`config.mk`:
```
export PLATFORM = sky130hd
export DESIGN_NAME = tcp_phy_tx_arbiter_flat
export DESIGN_NICKNAME = d
export VERILOG_FILES = /design/src/rtl/tcp_phy_tx_arbiter_if.sv /design/src/rtl/tcp_phy_tx_arbiter.sv /design/src/flat_wrapper.sv
export SDC_FILE = /design/constraint.sdc
export NUM_CORES = 1
export LEC_CHECK = 0
export CORE_ASPECT_RATIO = 0.9
export CORE_MARGIN = 4
export CORE_UTILIZATION = 50
export DETAILED_ROUTE_END_ITERATION = 10
export GPL_TIMING_DRIVEN = 0
export PLACE_DENSITY_LB_ADDON = 0.05
export SYNTH_ARGS = -nofsm -noshare
export SYNTH_HDL_FRONTEND = slang
export SYNTH_SLANG_ARGS = --single-unit
```
`constraint.sdc`:
```
create_clock -name clk -period 2.1 [get_ports clk]
set_input_delay 0.525 -clock clk [delete_from_list [all_inputs] [get_ports clk]]
set_output_delay 0.525 -clock clk [all_outputs]
set_load 0.01 [all_outputs]
```
`src/rtl/tcp_phy_tx_arbiter_if.sv`:
```
// rtl/tcp_phy_tx_arbiter_if.sv - byte stream bundle shared by the arbiter's source and PHY ports
interface tcp_phy_tx_arbiter_if;
  logic [7:0] tdata;
  logic       tvalid;
  logic       tready;
  logic       tlast;

  modport master (output tdata, output tvalid, output tlast, input tready);
  modport slave  (input tdata, input tvalid, input tlast, output tready);
endinterface

```
`src/rtl/tcp_phy_tx_arbiter.sv`:
```
// rtl/tcp_phy_tx_arbiter.sv - frame-atomic ctrl/data arbiter onto the PHY tx stream
// Ctrl wins ties unless data has lost STARVE_LIMIT consecutive grants; frames are capped and gapped.
module tcp_phy_tx_arbiter #(
  parameter int STARVE_LIMIT  = 4,
  parameter int IFG_CYCLES    = 12,
  parameter int MAX_FRAME_LEN = 1518
) (
  input  logic                        clk,
  input  logic                        rst,
  input  logic                        enable,
  tcp_phy_tx_arbiter_if.slave         s_ctrl_axis,
  tcp_phy_tx_arbiter_if.slave         s_data_axis,
  tcp_phy_tx_arbiter_if.master        phy_axis,
  output logic                        grant_ctrl,
  output logic                        grant_data,
  output logic                        busy,
  output logic                        err_oversize,
  output logic [15:0]                 frame_cnt
);

  localparam int BW = $clog2(MAX_FRAME_LEN + 1);
  localparam int SW = $clog2(STARVE_LIMIT + 1);
  localparam int GW = $clog2(IFG_CYCLES + 2);
  localparam logic [BW-1:0] TRUNC_AT   = BW'(MAX_FRAME_LEN - 1);
  localparam logic [SW-1:0] STARVE_MAX = SW'(STARVE_LIMIT);
  localparam logic [GW-1:0] GAP_LAST   = GW'((IFG_CYCLES > 0) ? IFG_CYCLES - 1 : 0);

  typedef enum logic [2:0] {IDLE, FWD_CTRL, FWD_DATA, DRAIN, GAP} state_t;
  localparam state_t END_STATE = (IFG_CYCLES == 0) ? IDLE : GAP;

  state_t        state;
  logic          sel_data;
  logic [BW-1:0] byte_cnt;
  logic [SW-1:0] starve_cnt;
  logic [GW-1:0] gap_cnt;

  logic       fwd;
  logic [7:0] src_tdata;
  logic       src_valid;
  logic       src_last;
  logic       src_ready;
  logic       trunc;
  logic       phy_hs;
  logic       drain_hs;

  // sel_data stays valid through DRAIN so the discarded tail comes from the owning source
  always_comb begin
    fwd            = (state == FWD_CTRL) || (state == FWD_DATA);
    src_tdata      = sel_data ? s_data_axis.tdata  : s_ctrl_axis.tdata;
    src_valid      = sel_data ? s_data_axis.tvalid : s_ctrl_axis.tvalid;
    src_last       = sel_data ? s_data_axis.tlast  : s_ctrl_axis.tlast;
    trunc          = (byte_cnt == TRUNC_AT);
    src_ready      = fwd ? phy_axis.tready : (state == DRAIN);
    phy_axis.tdata  = fwd ? src_tdata : 8'h00;
    phy_axis.tvalid = fwd & src_valid;
    phy_axis.tlast  = fwd & (src_last | trunc);
    s_ctrl_axis.tready = src_ready & ~sel_data;
    s_data_axis.tready = src_ready & sel_data;
    phy_hs         = fwd & src_valid & phy_axis.tready;
    drain_hs       = (state == DRAIN) & src_valid;
  end

  assign busy = (state != IDLE);

  always_ff @(posedge clk or posedge rst) begin
    if (rst) begin
      state        <= IDLE;
      sel_data     <= 1'b0;
      byte_cnt     <= '0;
      starve_cnt   <= '0;
      gap_cnt      <= '0;
      grant_ctrl   <= 1'b0;
      grant_data   <= 1'b0;
      err_oversize <= 1'b0;
      frame_cnt    <= 16'h0000;
    end else begin
      err_oversize <= 1'b0;
      case (state)
        IDLE: begin
          if (enable && (s_ctrl_axis.tvalid || s_data_axis.tvalid)) begin
            byte_cnt <= '0;
            if (s_data_axis.tvalid && (!s_ctrl_axis.tvalid || starve_cnt == STARVE_MAX)) begin
              state      <= FWD_DATA;
              sel_data   <= 1'b1;
              grant_data <= 1'b1;
              starve_cnt <= '0;
            end else begin
              state      <= FWD_CTRL;
              sel_data   <= 1'b0;
              grant_ctrl <= 1'b1;
              if (s_data_axis.tvalid && starve_cnt != STARVE_MAX)
                starve_cnt <= starve_cnt + 1'b1;
            end
          end
        end
        FWD_CTRL, FWD_DATA: begin
          if (phy_hs) begin
            byte_cnt <= byte_cnt + 1'b1;
            if (src_last) begin
              frame_cnt  <= frame_cnt + 16'd1;
              grant_ctrl <= 1'b0;
              grant_data <= 1'b0;
              gap_cnt    <= '0;
              state      <= END_STATE;
            end else if (trunc) begin
              frame_cnt    <= frame_cnt + 16'd1;
              err_oversize <= 1'b1;
              state        <= DRAIN;
            end
          end
        end
        DRAIN: begin
          if (drain_hs && src_last) begin
            grant_ctrl <= 1'b0;
            grant_data <= 1'b0;
            gap_cnt    <= '0;
            state      <= END_STATE;
          end
        end
        GAP: begin
          if (gap_cnt == GAP_LAST) begin
            gap_cnt <= '0;
            state   <= IDLE;
          end else begin
            gap_cnt <= gap_cnt + 1'b1;
          end
        end
        default: state <= IDLE;
      endcase
    end
  end

endmodule

```
`src/flat_wrapper.sv`:
```
// flat-port wrapper written by rule: the top's interface ports become plain ports
module tcp_phy_tx_arbiter_flat 
#(
  parameter int STARVE_LIMIT  = 4,
  parameter int IFG_CYCLES    = 12,
  parameter int MAX_FRAME_LEN = 1518
)
  (clk, rst, enable, grant_ctrl, grant_data, busy, err_oversize, frame_cnt, s_ctrl_axis_tdata, s_ctrl_axis_tvalid, s_ctrl_axis_tlast, s_ctrl_axis_tready, s_data_axis_tdata, s_data_axis_tvalid, s_data_axis_tlast, s_data_axis_tready, phy_axis_tdata, phy_axis_tvalid, phy_axis_tlast, phy_axis_tready);
  tcp_phy_tx_arbiter_if s_ctrl_axis_i ();
  tcp_phy_tx_arbiter_if s_data_axis_i ();
  tcp_phy_tx_arbiter_if phy_axis_i ();
  input  logic clk;
  input  logic rst;
  input  logic enable;
  output logic grant_ctrl;
  output logic grant_data;
  output logic busy;
  output logic err_oversize;
  output logic [15:0] frame_cnt;
  input wire logic [$bits(s_ctrl_axis_i.tdata)-1:0] s_ctrl_axis_tdata;
  input wire logic [$bits(s_ctrl_axis_i.tvalid)-1:0] s_ctrl_axis_tvalid;
  input wire logic [$bits(s_ctrl_axis_i.tlast)-1:0] s_ctrl_axis_tlast;
  output wire logic [$bits(s_ctrl_axis_i.tready)-1:0] s_ctrl_axis_tready;
  input wire logic [$bits(s_data_axis_i.tdata)-1:0] s_data_axis_tdata;
  input wire logic [$bits(s_data_axis_i.tvalid)-1:0] s_data_axis_tvalid;
  input wire logic [$bits(s_data_axis_i.tlast)-1:0] s_data_axis_tlast;
  output wire logic [$bits(s_data_axis_i.tready)-1:0] s_data_axis_tready;
  output wire logic [$bits(phy_axis_i.tdata)-1:0] phy_axis_tdata;
  output wire logic [$bits(phy_axis_i.tvalid)-1:0] phy_axis_tvalid;
  output wire logic [$bits(phy_axis_i.tlast)-1:0] phy_axis_tlast;
  input wire logic [$bits(phy_axis_i.tready)-1:0] phy_axis_tready;
  assign s_ctrl_axis_i.tdata = s_ctrl_axis_tdata;
  assign s_ctrl_axis_i.tvalid = s_ctrl_axis_tvalid;
  assign s_ctrl_axis_i.tlast = s_ctrl_axis_tlast;
  assign s_ctrl_axis_tready = s_ctrl_axis_i.tready;
  assign s_data_axis_i.tdata = s_data_axis_tdata;
  assign s_data_axis_i.tvalid = s_data_axis_tvalid;
  assign s_data_axis_i.tlast = s_data_axis_tlast;
  assign s_data_axis_tready = s_data_axis_i.tready;
  assign phy_axis_tdata = phy_axis_i.tdata;
  assign phy_axis_tvalid = phy_axis_i.tvalid;
  assign phy_axis_tlast = phy_axis_i.tlast;
  assign phy_axis_i.tready = phy_axis_tready;
  tcp_phy_tx_arbiter #(.STARVE_LIMIT(STARVE_LIMIT), .IFG_CYCLES(IFG_CYCLES), .MAX_FRAME_LEN(MAX_FRAME_LEN)) u_core (.clk(clk), .rst(rst), .enable(enable), .s_ctrl_axis(s_ctrl_axis_i), .s_data_axis(s_data_axis_i), .phy_axis(phy_axis_i), .grant_ctrl(grant_ctrl), .grant_data(grant_data), .busy(busy), .err_oversize(err_oversize), .frame_cnt(frame_cnt));
endmodule
```
==> run summary <==
For this run, the slowest stage of the critical path takes 0.38 ns. Number of global-route vias before repair: 2,179. The tool flagged a number of max-cap violations equal to 0.

Across all layers, the routed design uses 2,292 vias. The fraction of the core area covered by cells at the end of the flow is 70.8%. The setup slack after layout came out at -0.0114 ns.

In this run the most used layer during global routing was met2. The sequential cells in the finished layout cover a total of 0.00103 mm^2. In this run, placement finished with an instance count of 383. Synthesis inferred 41 register bits. The number of hold-slack violations in the final timing report is 0. The min-delay analysis places its worst path in the category flip-flop to flip-flop.

The run finished, with violations left. The worst setup skew after layout is 0.00795 ns, and the buffer levels on the longest clock path is 2. For this configuration, the core starts out at a cell density of 52.4%. For the count of final setup violators, the log shows 1.

Counting the fill cells in the layout gives 387. The met3 usage in global routing was 4.32%. The initialized floorplan defines 24 standard-cell rows. Global routing consumed, on the met2 layer, 31.8% of the routing resources.

The worst path buffer plus inverter count came out at 2. The final layout contains 369 nets. The tools report the signal arrival time at the worst endpoint as 1.59 ns. The run gives 0 as the initial antenna violation count.

The count of cells in the finished layout, fillers not included, comes to 403. The die height is 76.2 um, and the half-perimeter wire length after placement is 4480 um. By startpoint and endpoint, the worst setup path is classified as flip-flop to output port. The root cell of the clock tree was clkbuf_8. The count of cell types in the netlist was 54; the worst hold slack was 0.474 ns.

The logs give 1.57 ns for the critical path required time and 0 for the global-route congestion overflow total. The largest delay contributor family on the critical path was flip-flops. Routability-driven placement finished with a final weighted congestion of 0.835. The total iterations of the first detailed-routing run was 4. Ranked by instance count, the synthesized netlist is headed by dfrtp_1, nand2_1, nor2_1, xor2_1, nor3_1.

The most frequently used flop master after synthesis is dfrtp_1. The share of the cycle needed by the critical path after routing came out at 101%. For the maximum clock rate, the log shows 474 MHz.

The setup check on the worst reg-to-reg path leaves a slack of 0.22 ns. Dividing the synthesized area by the synthesized cell count gives 9.82 um^2. The overall die area is 0.00638 mm^2. The largest total area in the synthesized netlist belongs to dfrtp_1. Along the worst path, the maximum fanout reaches 3. The count of buffers inserted at the top-level ports is 55, and the number of synthesis warnings is 0. The static leakage was 1.54 nW. After synthesis, the cell types taking the most area are dfrtp_1, xor2_1, mux2i_1.

The later pin in the worst-skew pair is clocked with a latency of 0.30 ns. The cell count after synthesis came out at 263. Summing all multi-input logic gate instances after layout gives 0.00156 mm^2. Setup repair after global routing could not meet its margin everywhere. In this run, synthesis inferred 0 flip-flops with an integrated enable. The share of post-route cells with drive strength above 1 works out to 24.0%.

Of all flip-flops after synthesis, the portion carrying an async set or reset was 100%. The top cell type's share of synthesized area was 39.7%. Summing the sequential cell areas from Yosys gives 39.7% of the chip area. For the sum of routed wire length over all layers, the log shows 6380 um. Global routing consumed, over all layers together, 20.2% of the routing resources. With fillers left out, the area of the finished cells amounts to 0.00348 mm^2.

In this run, CTS created clock tree buffers numbering 5. At the placement stage, the worst setup path has a slack of -0.850 ns. Cell with the largest stage delay on the worst path: dfrtp_1.

The worst pin sits at a relative slew slack of 40.9%. The tools report the number of DRC violations after detailed-routing iteration 0 as 168. The kind of end point of the critical path was an output port.

Traced cell by cell, the critical path runs through inv_2 > ha_4 > and4bb_2 > a41oi_4 > nor2_4 > buf_6. The number of nets in the synthesized netlist is 293. The count of nets left with antenna violations once routing finished came out at 0. The run gives 0.00492 mm^2 as the area inside the core boundary. Power spread over the standard cell area amounts to 1210 mW/mm^2. For this design, the sink count on the clock tree is 41. Final number of max-transition violations: 0. The per-cell routed wire length is 15.8 um, and the via density per instance is 5.69.

The worst path in the final design needs a cycle of 2.11 ns, including I/O delays and setup. The die is 83.8 um wide. The global routing usage on met1 came out at 27.8%. dfrtp_1 is the most common cell in the netlist. The checks that failed: negative setup slack. Clock-pin slew was measured on the worst setup and hold paths at 0.07 ns. Launching element type of the critical path: a flip-flop. The worst voltage drop across the vdd grid came out at 0.000822 V.

TritonCTS built the clock tree. The number of antenna diodes in the final layout is 0. In this run the count of I/O pins placed on the die edge is 56.

The first global-routing pass estimated 10,600 um of wire. The H-tree was split into 2 levels. From synthesis to final layout, the design area changed by 34.9%. The number of DRC violations after detailed routing was 0. Summing all placed instances gives a cell area of 0.00321 mm^2. Summing every instance area after synthesis gives 0.00258 mm^2. For the pin with the worst max-slew slack, the measured transition is 0.885 ns. Entering global routing, the biggest net connects 42 pins.
cells by family after synthesis:
logic type | Yosys count | synth area share [%]
AO/OA/AOI/OAI | 52 | 15.5
XOR/XNOR | 20 | 7.37
adder cells (fa/ha/maj) | 6 | 2.91
buffers and inverters | 20 | 3.68
flip-flops | 41 | 39.7
multiplexers | 15 | 6.10
AND/OR/NAND/NOR | 109 | 24.7
sequential cells by signal, summed over array words and instances, names as in the netlist:
register / count
u_core.err_oversize: 1
u_core.grant_ctrl: 1
u_core.starve_cnt: 3
u_core.grant_data: 1
u_core.byte_cnt: 11
u_core.state: 3
u_core.gap_cnt: 4
u_core.frame_cnt: 16
u_core.sel_data: 1
final timing paths:
check | depth (start not counted) | startpoint | to
hold reg to reg | 1 | u_core.frame_cnt[15] | u_core.frame_cnt[15]
hold / removal | 1 | u_core.frame_cnt[15] | u_core.frame_cnt[15]
max in group asynchronous | 2 | rst | u_core.sel_data
setup / recovery | 6 | u_core.byte_cnt[1] | phy_axis_tlast
min in group asynchronous | 2 | rst | u_core.gap_cnt[2]
setup reg to reg | 5 | u_core.sel_data | u_core.state[1]
repair_timing:
item,4_1_cts,5_1_grt
cloned,1,0
resized for setup,71,25
hold buffers,0,0
setup endpoints to repair,18,15
setup buffers,10,5
pin swaps,4,5
through the flow:
stage          TNS (ns)  power, W
6_report        -0.0114   0.00420
5_1_grt         -0.0871   0.00450
4_1_cts         -0.0833   0.00401
3_5_place_dp     -10.92   0.00326
3_3_place_gp     -21.91   0.00323
2_1_floorplan         0   0.00249
where the power goes:
part	switching, W	internal [W]	total [W]
Combinational	0.00135	0.00124	0.00259
Sequential	0.000181	0.000948	0.00113
Clock	0.000265	0.000219	0.000484
Total	0.00179	0.00241	0.00420
per-layer routing:
metal | routed length (um) | part of all wire [%]
met5 | 0 | 0
met4 | 65 | 1.0
met3 | 260 | 4.1
met2 | 3090 | 48
met1 | 2960 | 46
layout by cell type, fill, tap and decap left out, types with 3 or more instances in the layout:
cell	instances
a22o_1	8
nand2_1	26
dfrtp_2	3
and4_1	4
nor3_1	12
nand4_1	9
nand3b_1	3
o21ai_0	9
buf_6	3
inv_1	6
clkbuf_8	5
a21o_1	5
ha_1	5
nor4_2	8
nor2_1	11
and3_1	3
xnor2_1	3
buf_4	18
dfrtp_1	38
buf_2	10
a22oi_1	4
buf_8	3
a21boi_0	3
nor2_4	4
xor2_1	15
dlygate4sd2_1	4
nand3_1	12
a2bb2oi_1	4
clkdlybuf4s50_1	39
mux2i_1	11
final cells by class:
class / instances / share of cell area (%)
Multi-Input combinational cell: 202 / 44.7
Sequential cell: 41 / 29.6
Timing Repair Buffer: 71 / 18.1
Buffer: 10 / 2.33
Tap cell: 65 / 2.33
Clock buffer: 5 / 1.97
Inverter: 8 / 0.862
Clock inverter: 1 / 0.144
Power figures use the tool's default switching activity.
